$ cat config.mk
export PLATFORM = sky130hd
export DESIGN_NAME = video_timing_ctrl
export DESIGN_NICKNAME = d
export VERILOG_FILES = /design/src/rtl/video_timing_ctrl.sv
export SDC_FILE = /design/constraint.sdc
export NUM_CORES = 1
export LEC_CHECK = 0
export ABC_AREA = 1
export BUFFER_PORTS_ARGS = -buffer_cell sky130_fd_sc_hd__buf_2
export CAP_MARGIN = 40
export CORE_MARGIN = 4
export CORE_UTILIZATION = 51
export DETAILED_ROUTE_END_ITERATION = 16
export PLACE_DENSITY = 0.67
export SLEW_MARGIN = 40
export SYNTH_ARGS = -nofsm -noshare
export SYNTH_HDL_FRONTEND = slang
export SYNTH_SLANG_ARGS = --single-unit
$ cat constraint.sdc
create_clock -name clk -period 17.48 [get_ports clk]
set_input_delay 2.622 -clock clk [delete_from_list [all_inputs] [get_ports clk]]
set_output_delay 2.622 -clock clk [all_outputs]
set_load 0.03 [all_outputs]
$ cat src/rtl/video_timing_ctrl.sv
// rtl/video_timing_ctrl.sv - DVI raster timing generator with shadow/active mode registers
// Optional frame_count port is built when VIDEO_TIMING_CTRL_FRAME_CNT_EN is defined.
module video_timing_ctrl #(
  parameter int   H_WIDTH       = 12,
  parameter int   V_WIDTH       = 12,
  parameter logic HSYNC_POL     = 1'b0,
  parameter logic VSYNC_POL     = 1'b0,
  parameter int   INIT_HTOTAL   = 800,
  parameter int   INIT_HDISP    = 640,
  parameter int   INIT_HS_START = 656,
  parameter int   INIT_HS_END   = 752,
  parameter int   INIT_VTOTAL   = 525,
  parameter int   INIT_VDISP    = 480,
  parameter int   INIT_VS_START = 490,
  parameter int   INIT_VS_END   = 492
) (
  input  logic        clk,
  input  logic        reset,
  input  logic        cfg_we,
  input  logic [2:0]  cfg_addr,
  input  logic [15:0] cfg_wdata,
  input  logic        cfg_update,
  output logic        cfg_update_ack,
  input  logic        ctl_enable,
  output logic        ctl_busy,
  output logic        out_hsync,
  output logic        out_vsync,
  output logic        out_de,
  output logic        out_frame_start
`ifdef VIDEO_TIMING_CTRL_FRAME_CNT_EN
  ,
  output logic [15:0] frame_count
`endif
);

  typedef enum logic [1:0] {
    IDLE = 2'd0,
    RUN  = 2'd1,
    STOP = 2'd2
  } state_t;

  // Bank layout shared by the h and v register sets.
  localparam int TOT = 0;
  localparam int DSP = 1;
  localparam int SST = 2;
  localparam int SEN = 3;

  localparam logic [H_WIDTH:0] H_ONE = {{H_WIDTH{1'b0}}, 1'b1};
  localparam logic [V_WIDTH:0] V_ONE = {{V_WIDTH{1'b0}}, 1'b1};

  function automatic logic [H_WIDTH-1:0] h_init(input int idx);
    case (idx)
      TOT:     return H_WIDTH'(INIT_HTOTAL);
      DSP:     return H_WIDTH'(INIT_HDISP);
      SST:     return H_WIDTH'(INIT_HS_START);
      default: return H_WIDTH'(INIT_HS_END);
    endcase
  endfunction

  function automatic logic [V_WIDTH-1:0] v_init(input int idx);
    case (idx)
      TOT:     return V_WIDTH'(INIT_VTOTAL);
      DSP:     return V_WIDTH'(INIT_VDISP);
      SST:     return V_WIDTH'(INIT_VS_START);
      default: return V_WIDTH'(INIT_VS_END);
    endcase
  endfunction

  state_t state, state_nxt;

  logic [H_WIDTH-1:0] sh_h  [4];
  logic [V_WIDTH-1:0] sh_v  [4];
  logic [H_WIDTH-1:0] act_h [4];
  logic [V_WIDTH-1:0] act_v [4];

  logic [H_WIDTH-1:0] hcnt, hcnt_nxt;
  logic [V_WIDTH-1:0] vcnt, vcnt_nxt;
  logic [H_WIDTH:0]   hcnt_p1;
  logic [V_WIDTH:0]   vcnt_p1;
  logic               h_last, v_last, boundary;
  logic               pending, pending_nxt;
  logic               copy_req, copy, ack_nxt;
  logic               running;
  logic               de_nxt, hs_nxt, vs_nxt, fs_nxt;
  logic               unused_wdata;

  assign unused_wdata = ^cfg_wdata;

  // A total of 0 or 1 makes the "last" test true at 0, so the counter parks there.
  assign hcnt_p1  = {1'b0, hcnt} + H_ONE;
  assign vcnt_p1  = {1'b0, vcnt} + V_ONE;
  assign h_last   = hcnt_p1 >= {1'b0, act_h[TOT]};
  assign v_last   = vcnt_p1 >= {1'b0, act_v[TOT]};
  assign boundary = h_last && v_last;
  assign copy_req = pending || cfg_update;
  assign running  = (state != IDLE);
  assign ctl_busy = running;

  always_ff @(posedge clk or posedge reset) begin
    if (reset) begin
      state <= IDLE;
    end else begin
      state <= state_nxt;
    end
  end

  always_comb begin
    state_nxt   = state;
    hcnt_nxt    = hcnt;
    vcnt_nxt    = vcnt;
    copy        = 1'b0;
    ack_nxt     = 1'b0;
    pending_nxt = copy_req;
    case (state)
      IDLE: begin
        hcnt_nxt = '0;
        vcnt_nxt = '0;
        if (ctl_enable) begin
          state_nxt = RUN;
          copy      = 1'b1;
        end else if (pending) begin
          copy = 1'b1;
        end
        ack_nxt = copy && copy_req;
      end
      RUN, STOP: begin
        if (h_last) begin
          hcnt_nxt = '0;
          vcnt_nxt = v_last ? '0 : vcnt_p1[V_WIDTH-1:0];
        end else begin
          hcnt_nxt = hcnt_p1[H_WIDTH-1:0];
        end
        copy    = boundary && copy_req;
        ack_nxt = copy;
        if (state == RUN) begin
          if (!ctl_enable) state_nxt = STOP;
        end else if (ctl_enable) begin
          state_nxt = RUN;
        end else if (boundary) begin
          state_nxt = IDLE;
          hcnt_nxt  = '0;
          vcnt_nxt  = '0;
        end
      end
      default: begin
        state_nxt = IDLE;
      end
    endcase
    if (ack_nxt) pending_nxt = 1'b0;
  end

  // Decode uses the current counters; the registered result lags them by one clock.
  always_comb begin
    de_nxt = running && (hcnt < act_h[DSP]) && (vcnt < act_v[DSP]);
    hs_nxt = running && (hcnt >= act_h[SST]) && (hcnt < act_h[SEN]);
    vs_nxt = running && (vcnt >= act_v[SST]) && (vcnt < act_v[SEN]);
    fs_nxt = running && (hcnt == '0) && (vcnt == '0);
  end

  always_ff @(posedge clk or posedge reset) begin
    if (reset) begin
      hcnt            <= '0;
      vcnt            <= '0;
      pending         <= 1'b0;
      cfg_update_ack  <= 1'b0;
      out_de          <= 1'b0;
      out_hsync       <= ~HSYNC_POL;
      out_vsync       <= ~VSYNC_POL;
      out_frame_start <= 1'b0;
      for (int i = 0; i < 4; i++) begin
        sh_h[i]  <= h_init(i);
        sh_v[i]  <= v_init(i);
        act_h[i] <= h_init(i);
        act_v[i] <= v_init(i);
      end
    end else begin
      hcnt            <= hcnt_nxt;
      vcnt            <= vcnt_nxt;
      pending         <= pending_nxt;
      cfg_update_ack  <= ack_nxt;
      out_de          <= de_nxt;
      out_hsync       <= hs_nxt ? HSYNC_POL : ~HSYNC_POL;
      out_vsync       <= vs_nxt ? VSYNC_POL : ~VSYNC_POL;
      out_frame_start <= fs_nxt;
      // Copy reads shadow before this edge's write lands, so a same-cycle write only hits shadow.
      if (copy) begin
        for (int i = 0; i < 4; i++) begin
          act_h[i] <= sh_h[i];
          act_v[i] <= sh_v[i];
        end
      end
      if (cfg_we) begin
        if (!cfg_addr[2]) sh_h[cfg_addr[1:0]] <= cfg_wdata[H_WIDTH-1:0];
        else              sh_v[cfg_addr[1:0]] <= cfg_wdata[V_WIDTH-1:0];
      end
    end
  end

`ifdef VIDEO_TIMING_CTRL_FRAME_CNT_EN
  always_ff @(posedge clk or posedge reset) begin
    if (reset) begin
      frame_count <= '0;
    end else if ((state == IDLE) && ctl_enable) begin
      frame_count <= '0;
    end else if (fs_nxt) begin
      frame_count <= frame_count + 16'd1;
    end
  end
`endif

endmodule

==> results.json, run 1 <==
{
  "run_status": "finished, final reports clean",
  "synth_enable_flop_cells": 0,
  "critical_path_cell_count": 4,
  "cts.root.buffer_cell": "sky130_fd_sc_hd__clkbuf_16",
  "ctsHoldBuffers": 0,
  "drtAntennaViolNets": 0,
  "timing.critical_path.fanout_max": 6,
  "crit_start": "state[0]$_DFFE_PP0P_",
  "reg2reg_from": "hcnt[2]$_DFFE_PP0P_",
  "synthesis.instances": 1386,
  "dominantRegCellSynth": "sky130_fd_sc_hd__dfrtp_1",
  "antenna-diode-count": 0,
  "critPathRequiredTime_ns": 14.86,
  "multi_input_comb_area_sq_um": 5070,
  "netlist_top_cells_area": "sky130_fd_sc_hd__dfrtp_1 34%, sky130_fd_sc_hd__dfstp_2 15%, sky130_fd_sc_hd__nand2_1 13%, sky130_fd_sc_hd__ha_1 11%, sky130_fd_sc_hd__inv_1 5.5%",
  "slowest_delay_ns": 0.39,
  "minimum_clock_period_after_layout_ns": 4.459,
  "critPathKind": "flip-flop to output pin",
  "yosysSeqAreaShare": 0.4896,
  "cts.repair.resized": 0,
  "drive_above_1_share": 0.1044,
  "ios": 30,
  "clock_insertion_delay_worst_skew_ns": 0.53,
  "port-buffer-count": 25,
  "ys_warn_count": 0,
  "cp-endpoint": "ctl_busy",
  "avgViaCountPerCell": 5.229,
  "maxCapViolations": 0,
  "final_hold_viol_count": 0,
  "die_y_um": 159.0,
  "layout.area.seq_sq_um": 5690,
  "postRouteWirelength_mm": 26.04,
  "routed_wire_length_per_instance_um": 15.43,
  "ys_async_sr_fraction": 1.000,
  "place_congestion": 0.8246,
  "max_slew.worst_pin.slew_ns": 0.8573,
  "grt_start_max_net_pins": 144,
  "drcViolationCount": 0,
  "synth.net_count": 1511,
  "final_layout_fill_cell_count": 2026,
  "fmaxAchievable_ghz": 0.2243,
  "detailed_place.area_sq_um": 11920,
  "area_growth_pct": 9.720,
  "initial_utilization": 0.5261,
  "critical_path.n_buffers_inverters": 3,
  "power_per_cell_area_nw_per_um2": 155.0,
  "global_route_wire_length_before_repair_mm": 43.57,
  "clock_tree.buffer_depth": 3,
  "drt_first_iter_violations": 537,
  "capture_instance_of_the_worst_register_to_register_path": "act_v[4]$_DFFE_PP0P_",
  "routed-via-count": 8827,
  "htree_levels": 1,
  "cpLargestDelayFamily": "buffers and inverters",
  "final_net_count": 1514,
  "ys_seq_elements": 224,
  "grt_util_all_layers": 0.2083,
  "vdd.ir_drop.worst_uv": 101.5,
  "cts.clk_slew.worst_paths_ns": 0.06,
  "synth_largest_area_cell": "sky130_fd_sc_hd__dfrtp_1",
  "yosys_cell_types": 34,
  "hp-class": "flip-flop to flip-flop",
  "post_cts_buffers": 0,
  "layout_worst_path_cycle_share": 0.2551,
  "die_w_um": 159.0,
  "overflow": 0,
  "synth_area_sq_um": 11620,
  "critical_path.cell_chain": "inv_1 > ha_1 > inv_1 > buf_2",
  "drtPass1Iterations": 5,
  "tns_ns": 0,
  "regToRegSetupSlack_ns": 13.19,
  "cts_tree": "yes",
  "cp.arrival_ns": 1.84,
  "first_global_vias": 8401,
  "unrepaired_setup_endpoints_after_global_routing": "no",
  "setup_viol_count_final": 0,
  "final_cell_area_sq_um": 12750,
  "clock_skew_ns": 0.01978,
  "cts.sink_count": 224,
  "antenna_found_initial": 0,
  "element_type_at_the_critical_path_end": "output pin",
  "leakage_nw": 6.609,
  "synth.avg_cell_area_sq_um": 8.386,
  "slew_headroom": 0.4285,
  "crit_path_top_delay_cell": "sky130_fd_sc_hd__dfrtp_1",
  "worst_setup_path_start_kind": "flip-flop",
  "floorplan.core_area_sq_um": 22090,
  "rows": 54,
  "synth_top_cell_area_share": 0.3358,
  "hpwlAfterDp_mm": 16.64,
  "worst-r2r-cell-count": 17,
  "dieArea_sq_um": 25270,
  "maxSlewViolCount": 0,
  "critical-path-top-cell-by-count": "sky130_fd_sc_hd__inv_1",
  "number_of_cts_inserted_buffers": 25
}
sequential cells by signal, summed over array words and instances (netlist names):
name and flops:
act_h 48, act_v 48, sh_h 48, sh_v 48, hcnt 12, vcnt 12, state 2, cfg_update_ack 1
out_de 1, out_frame_start 1, out_hsync 1, out_vsync 1, pending 1
layout make-up:
type | instances | share of cell area
clock buffer | 39 | 0.05788
clock inverter | 7 | 0.006966
inverter | 172 | 0.05160
multi-input combinational | 938 | 0.3975
sequential | 224 | 0.4462
tap | 280 | 0.02747
timing repair buffer | 28 | 0.01236
logic make-up after synthesis:
| family | share of synthesized area |
|---|---|
| AO/OA/AOI/OAI | 0.08805 |
| XOR/XNOR | 0.01432 |
| adder cells (fa/ha/maj) | 0.1087 |
| buffers and inverters | 0.07761 |
| flip-flops | 0.4896 |
| AND/OR/NAND/NOR | 0.2217 |
synth_stat cells, types with 3 or more instances:
| cell type | count |
|---|---|
| sky130_fd_sc_hd__clkbuf_1 | 25 |
| sky130_fd_sc_hd__inv_1 | 170 |
| sky130_fd_sc_hd__a21oi_1 | 59 |
| sky130_fd_sc_hd__nor4_1 | 4 |
| sky130_fd_sc_hd__buf_2 | 19 |
| sky130_fd_sc_hd__nor3_1 | 10 |
| sky130_fd_sc_hd__dfrtp_1 | 156 |
| sky130_fd_sc_hd__nand3_1 | 120 |
| sky130_fd_sc_hd__nand2_1 | 411 |
| sky130_fd_sc_hd__nor2_1 | 57 |
| sky130_fd_sc_hd__buf_1 | 3 |
| sky130_fd_sc_hd__ha_1 | 101 |
| sky130_fd_sc_hd__xor2_1 | 17 |
| sky130_fd_sc_hd__buf_6 | 5 |
| sky130_fd_sc_hd__o21ai_0 | 124 |
| sky130_fd_sc_hd__o22ai_1 | 3 |
| sky130_fd_sc_hd__nand4_1 | 12 |
| sky130_fd_sc_hd__dfstp_2 | 68 |
cells in the final DEF, fill, tap and decap left out, types with 2 or more instances in the layout:
cell	synthesis	routed
sky130_fd_sc_hd__nand2_1	411	411
sky130_fd_sc_hd__nor2_2	1	2
sky130_fd_sc_hd__bufinv_16	0	2
sky130_fd_sc_hd__clkbuf_1	25	8
sky130_fd_sc_hd__dfrtp_1	156	156
sky130_fd_sc_hd__nor2_1	57	56
sky130_fd_sc_hd__xor2_1	17	17
sky130_fd_sc_hd__xnor2_1	2	2
sky130_fd_sc_hd__buf_2	19	25
sky130_fd_sc_hd__ha_1	101	101
sky130_fd_sc_hd__clkbuf_8	0	7
sky130_fd_sc_hd__nand4_1	12	12
sky130_fd_sc_hd__nand3_2	1	2
sky130_fd_sc_hd__o22ai_1	3	3
sky130_fd_sc_hd__clkinv_2	0	4
sky130_fd_sc_hd__dfstp_2	68	68
sky130_fd_sc_hd__nor4_1	4	4
sky130_fd_sc_hd__nand3_1	120	119
sky130_fd_sc_hd__a211oi_1	2	2
sky130_fd_sc_hd__inv_2	2	2
sky130_fd_sc_hd__o21ai_0	124	124
sky130_fd_sc_hd__nor3_1	10	9
sky130_fd_sc_hd__a21boi_0	2	2
sky130_fd_sc_hd__clkbuf_16	0	25
sky130_fd_sc_hd__inv_1	170	169
sky130_fd_sc_hd__o211ai_1	2	2
sky130_fd_sc_hd__a21oi_1	59	59
sky130_fd_sc_hd__nand2_8	0	2
worst register-to-register path, cell delays in order, from the launching register on:
cell and delay (ns):
sky130_fd_sc_hd__dfrtp_1 0.56, sky130_fd_sc_hd__nand3_1 0.17, sky130_fd_sc_hd__nor3_1 0.35, sky130_fd_sc_hd__nand4_1 0.25
sky130_fd_sc_hd__o21ai_0 0.22, sky130_fd_sc_hd__nand2_1 0.09, sky130_fd_sc_hd__inv_1 0.06, sky130_fd_sc_hd__ha_1 0.23
sky130_fd_sc_hd__inv_1 0.06, sky130_fd_sc_hd__nor2_1 0.04, sky130_fd_sc_hd__nor2_1 0.26, sky130_fd_sc_hd__nand3_4 0.29
sky130_fd_sc_hd__nand2_2 0.17, sky130_fd_sc_hd__inv_2 0.08, sky130_fd_sc_hd__nand2_8 0.46, sky130_fd_sc_hd__nand2_8 0.57
sky130_fd_sc_hd__nand2_1 0.24, sky130_fd_sc_hd__nand2_1 0.07
through the flow:
step | setup slack [ns] | std cells | total power, W | utilization | hold slack (ns)
finish | 13.02 | 1688 | 0.001977 | 0.5772 | 0.4602
global route | 12.76 | 1688 | 0.002140 | 0.5772 | 0.4708
CTS | 12.94 | 1688 | 0.001996 | 0.5768 | 0.4602
detailed placement | 12.91 | 1642 | 0.001461 | 0.5394 | 0.4500
global placement | 12.19 | 1642 | 0.001435 | 0.5380 | 0.4480
floorplan | 8.836 | 1386 | 0.001298 | - | 0.4419
layer usage:
| layer | GRT usage | routed length [um] | share of wire |
|---|---|---|---|
| met1 | 0.3159 | 13050 | 0.50 |
| met2 | 0.3238 | 11370 | 0.44 |
| met3 | 0.02873 | 1241 | 0.048 |
| met4 | 0.04142 | 382 | 0.015 |
| met5 | 0 | 0 | 0 |
power by group:
group          switching [W]  total (W)  internal (W)
clock               0.000208   0.000526      0.000319
combinational       0.000441   0.000663      0.000222
sequential         0.0000856   0.000787      0.000702
total               0.000734    0.00198       0.00124
worst min path at each step:
stage | cells past startpoint | to | startpoint | slack [ns]
6_report | 2 | act_h[38]$_DFFE_PP0P_ | sh_h[38]$_DFFE_PP0P_ | 0.46
5_1_grt | 2 | act_v[17]$_DFFE_PP1P_ | sh_v[17]$_DFFE_PP1P_ | 0.47
4_1_cts | 2 | act_h[5]$_DFFE_PP1P_ | sh_h[5]$_DFFE_PP1P_ | 0.46
3_5_place_dp | 2 | act_v[30]$_DFFE_PP1P_ | sh_v[30]$_DFFE_PP1P_ | 0.45
3_3_place_gp | 2 | act_v[20]$_DFFE_PP1P_ | sh_v[20]$_DFFE_PP1P_ | 0.45
2_1_floorplan | 2 | act_v[13]$_DFFE_PP1P_ | sh_v[13]$_DFFE_PP1P_ | 0.44
(Power assumes the default switching activity.)
==> run 2, diff against run 1 <==
- clock period: 17.48 -> 4.4 ns (I/O delays scaled with it)
==> results.json, run 2 (same netlist as run 1, synthesis figures left out) <==
{
  "minimum_clock_period_after_layout_ns": 3.632,
  "avgViaCountPerCell": 5.269,
  "multi_input_comb_area_sq_um": 5055,
  "crit_start": "hcnt[2]$_DFFE_PP0P_",
  "post_cts_buffers": 0,
  "die_w_um": 159.0,
  "setup_viol_count_final": 0,
  "most_common_cell_after_layout_fill_and_taps_aside": "sky130_fd_sc_hd__nand2_1",
  "routed-via-count": 8942,
  "tns_ns": 0,
  "first_global_vias": 9006,
  "place_congestion": 0.8222,
  "leakage_nw": 6.705,
  "number_of_cts_inserted_buffers": 26,
  "final_cell_area_sq_um": 12900,
  "cts.repair.resized": 0,
  "reg2reg_from": "hcnt[2]$_DFFE_PP0P_",
  "maxCapViolations": 0,
  "worst-r2r-cell-count": 19,
  "run_status": "finished, final reports clean",
  "port-buffer-count": 25,
  "drcViolationCount": 0,
  "area_growth_pct": 11.02,
  "global_route_wire_length_before_repair_mm": 46.44,
  "overflow": 0,
  "element_type_at_the_critical_path_end": "flip-flop",
  "hpwlAfterDp_mm": 17.58,
  "drive_above_1_share": 0.1150,
  "max_slew.worst_pin.slew_ns": 0.8094,
  "postRouteWirelength_mm": 27.56,
  "place_ws_ns": 0.7933,
  "htree_levels": 1,
  "final_hold_viol_count": 0,
  "capture_instance_of_the_worst_register_to_register_path": "act_v[9]$_DFFE_PP0P_",
  "clock_insertion_delay_worst_skew_ns": 0.54,
  "drtPass1Iterations": 5,
  "layout_worst_path_cycle_share": 0.8254,
  "antenna-diode-count": 0,
  "fmaxAchievable_ghz": 0.2754,
  "dieArea_sq_um": 25270,
  "antenna_found_initial": 0,
  "final_net_count": 1522,
  "final_layout_fill_cell_count": 1981,
  "floorplan.core_area_sq_um": 22090,
  "regToRegSetupSlack_ns": 0.77,
  "critPathKind": "flip-flop to flip-flop",
  "cts.root.buffer_cell": "sky130_fd_sc_hd__clkbuf_16",
  "layout.area.seq_sq_um": 5690,
  "clock_skew_ns": 0.01107,
  "drtAntennaViolNets": 0,
  "cts.clk_slew.worst_paths_ns": 0.06,
  "mostFrequentLayoutCells": "409 x sky130_fd_sc_hd__nand2_1, 169 x sky130_fd_sc_hd__inv_1, 156 x sky130_fd_sc_hd__dfrtp_1",
  "power_per_cell_area_nw_per_um2": 625.7,
  "detailed_place.area_sq_um": 11990,
  "slew_headroom": 0.4604,
  "finalWorstSetupSlack_ns": 0.7684,
  "critPathRequiredTime_ns": 4.87,
  "grt_util_all_layers": 0.2221,
  "worst_setup_path_start_kind": "flip-flop",
  "maxSlewViolCount": 0,
  "cp.arrival_ns": 4.11,
  "clock_tree.buffer_depth": 3,
  "cts_tree": "yes",
  "timing.critical_path.fanout_max": 25,
  "rows": 54,
  "ios": 30,
  "vdd.ir_drop.worst_uv": 403.3,
  "grt_start_max_net_pins": 132,
  "cts.sink_count": 224,
  "routed_wire_length_per_instance_um": 16.24,
  "hp-class": "primary input to asynchronous set/reset pin",
  "ctsHoldBuffers": 0,
  "die_y_um": 159.0,
  "unrepaired_setup_endpoints_after_global_routing": "no",
  "initial_utilization": 0.5261,
  "drt_first_iter_violations": 558
}
## run 2: changes by cell type in the layout (fill, tap and decap cells not counted), moves of 2 or more
cell,before,now
sky130_fd_sc_hd__clkinvlp_4,0,2
sky130_fd_sc_hd__buf_12,0,4
sky130_fd_sc_hd__nand2_2,1,3
sky130_fd_sc_hd__nand2_4,0,2
sky130_fd_sc_hd__clkbuf_8,7,12
sky130_fd_sc_hd__buf_4,1,5
sky130_fd_sc_hd__clkbuf_1,8,2
sky130_fd_sc_hd__nand2_1,411,409
sky130_fd_sc_hd__nand2_8,2,0
## run 2: how the worst max path moves through the flow
| stage | endpoint | slack (ns) |
|---|---|---|
| after detailed placement | act_v[9]$_DFFE_PP0P_ | 0.79 |
| after global placement | act_v[22]$_DFFE_PP0P_ | 0.89 |
| after floorplan | act_h[0]$_DFFE_PP0P_ | 0.87 |
| final | act_v[9]$_DFFE_PP0P_ | 0.77 |
| after global routing | act_v[22]$_DFFE_PP0P_ | 0.36 |
| after CTS | act_v[9]$_DFFE_PP0P_ | 0.75 |
## run 2: layout make-up
| type | count | area share |
|---|---|---|
| multi-input cells | 938 | 0.3917 |
| inverters | 172 | 0.05032 |
| flip-flops and latches | 224 | 0.4410 |
| clock buffers | 40 | 0.06380 |
| clock inverters | 8 | 0.006399 |
| well taps | 280 | 0.02715 |
| repair buffers | 35 | 0.01968 |
## run 2: critical path: stages (launching register included)
cell,delay [ns]
sky130_fd_sc_hd__dfrtp_1,0.55
sky130_fd_sc_hd__nand3_1,0.19
sky130_fd_sc_hd__nor3_1,0.36
sky130_fd_sc_hd__nand4_1,0.26
sky130_fd_sc_hd__inv_1,0.11
sky130_fd_sc_hd__nand2_1,0.05
sky130_fd_sc_hd__nand2_1,0.09
sky130_fd_sc_hd__inv_1,0.05
sky130_fd_sc_hd__ha_1,0.29
sky130_fd_sc_hd__nand3_1,0.11
sky130_fd_sc_hd__nor3_1,0.19
sky130_fd_sc_hd__nand3_2,0.13
sky130_fd_sc_hd__nand3_4,0.22
sky130_fd_sc_hd__nand2_2,0.10
sky130_fd_sc_hd__inv_2,0.09
sky130_fd_sc_hd__nand2_4,0.07
sky130_fd_sc_hd__nand2_4,0.24
sky130_fd_sc_hd__buf_4,0.32
sky130_fd_sc_hd__nand2_1,0.08
sky130_fd_sc_hd__nand2_1,0.07
## run 2: per-layer routing
| metal | GRT usage | vias to the layer above | share of wire |
|---|---|---|---|
| met3 | 0.03572 | 41 | 0.048 |
| met4 | 0.04379 | 0 | 0.017 |
| met5 | 0 | - | 0 |
| met2 | 0.3472 | 157 | 0.44 |
| met1 | 0.3321 | 4266 | 0.49 |
| li1 | - | 4478 | - |
## run 2: power breakdown
group | total, W | internal, W | switching (W)
logic | 0.00272 | 0.000936 | 0.00178
registers | 0.00314 | 0.00279 | 0.000349
clock network | 0.00222 | 0.00134 | 0.000876
total | 0.00807 | 0.00507 | 0.00300
## run 2: stage by stage
step	util	total power, W	hold WS (ns)	std cells
detailed placement	0.5429	0.005884	0.4517	1649
finish	0.5841	0.008074	0.3051	1697
floorplan	-	0.005157	0.4419	1386
global route	0.5841	0.008714	0.3383	1697
global placement	0.5425	0.005777	0.4478	1649
CTS	0.5839	0.008135	0.3075	1697
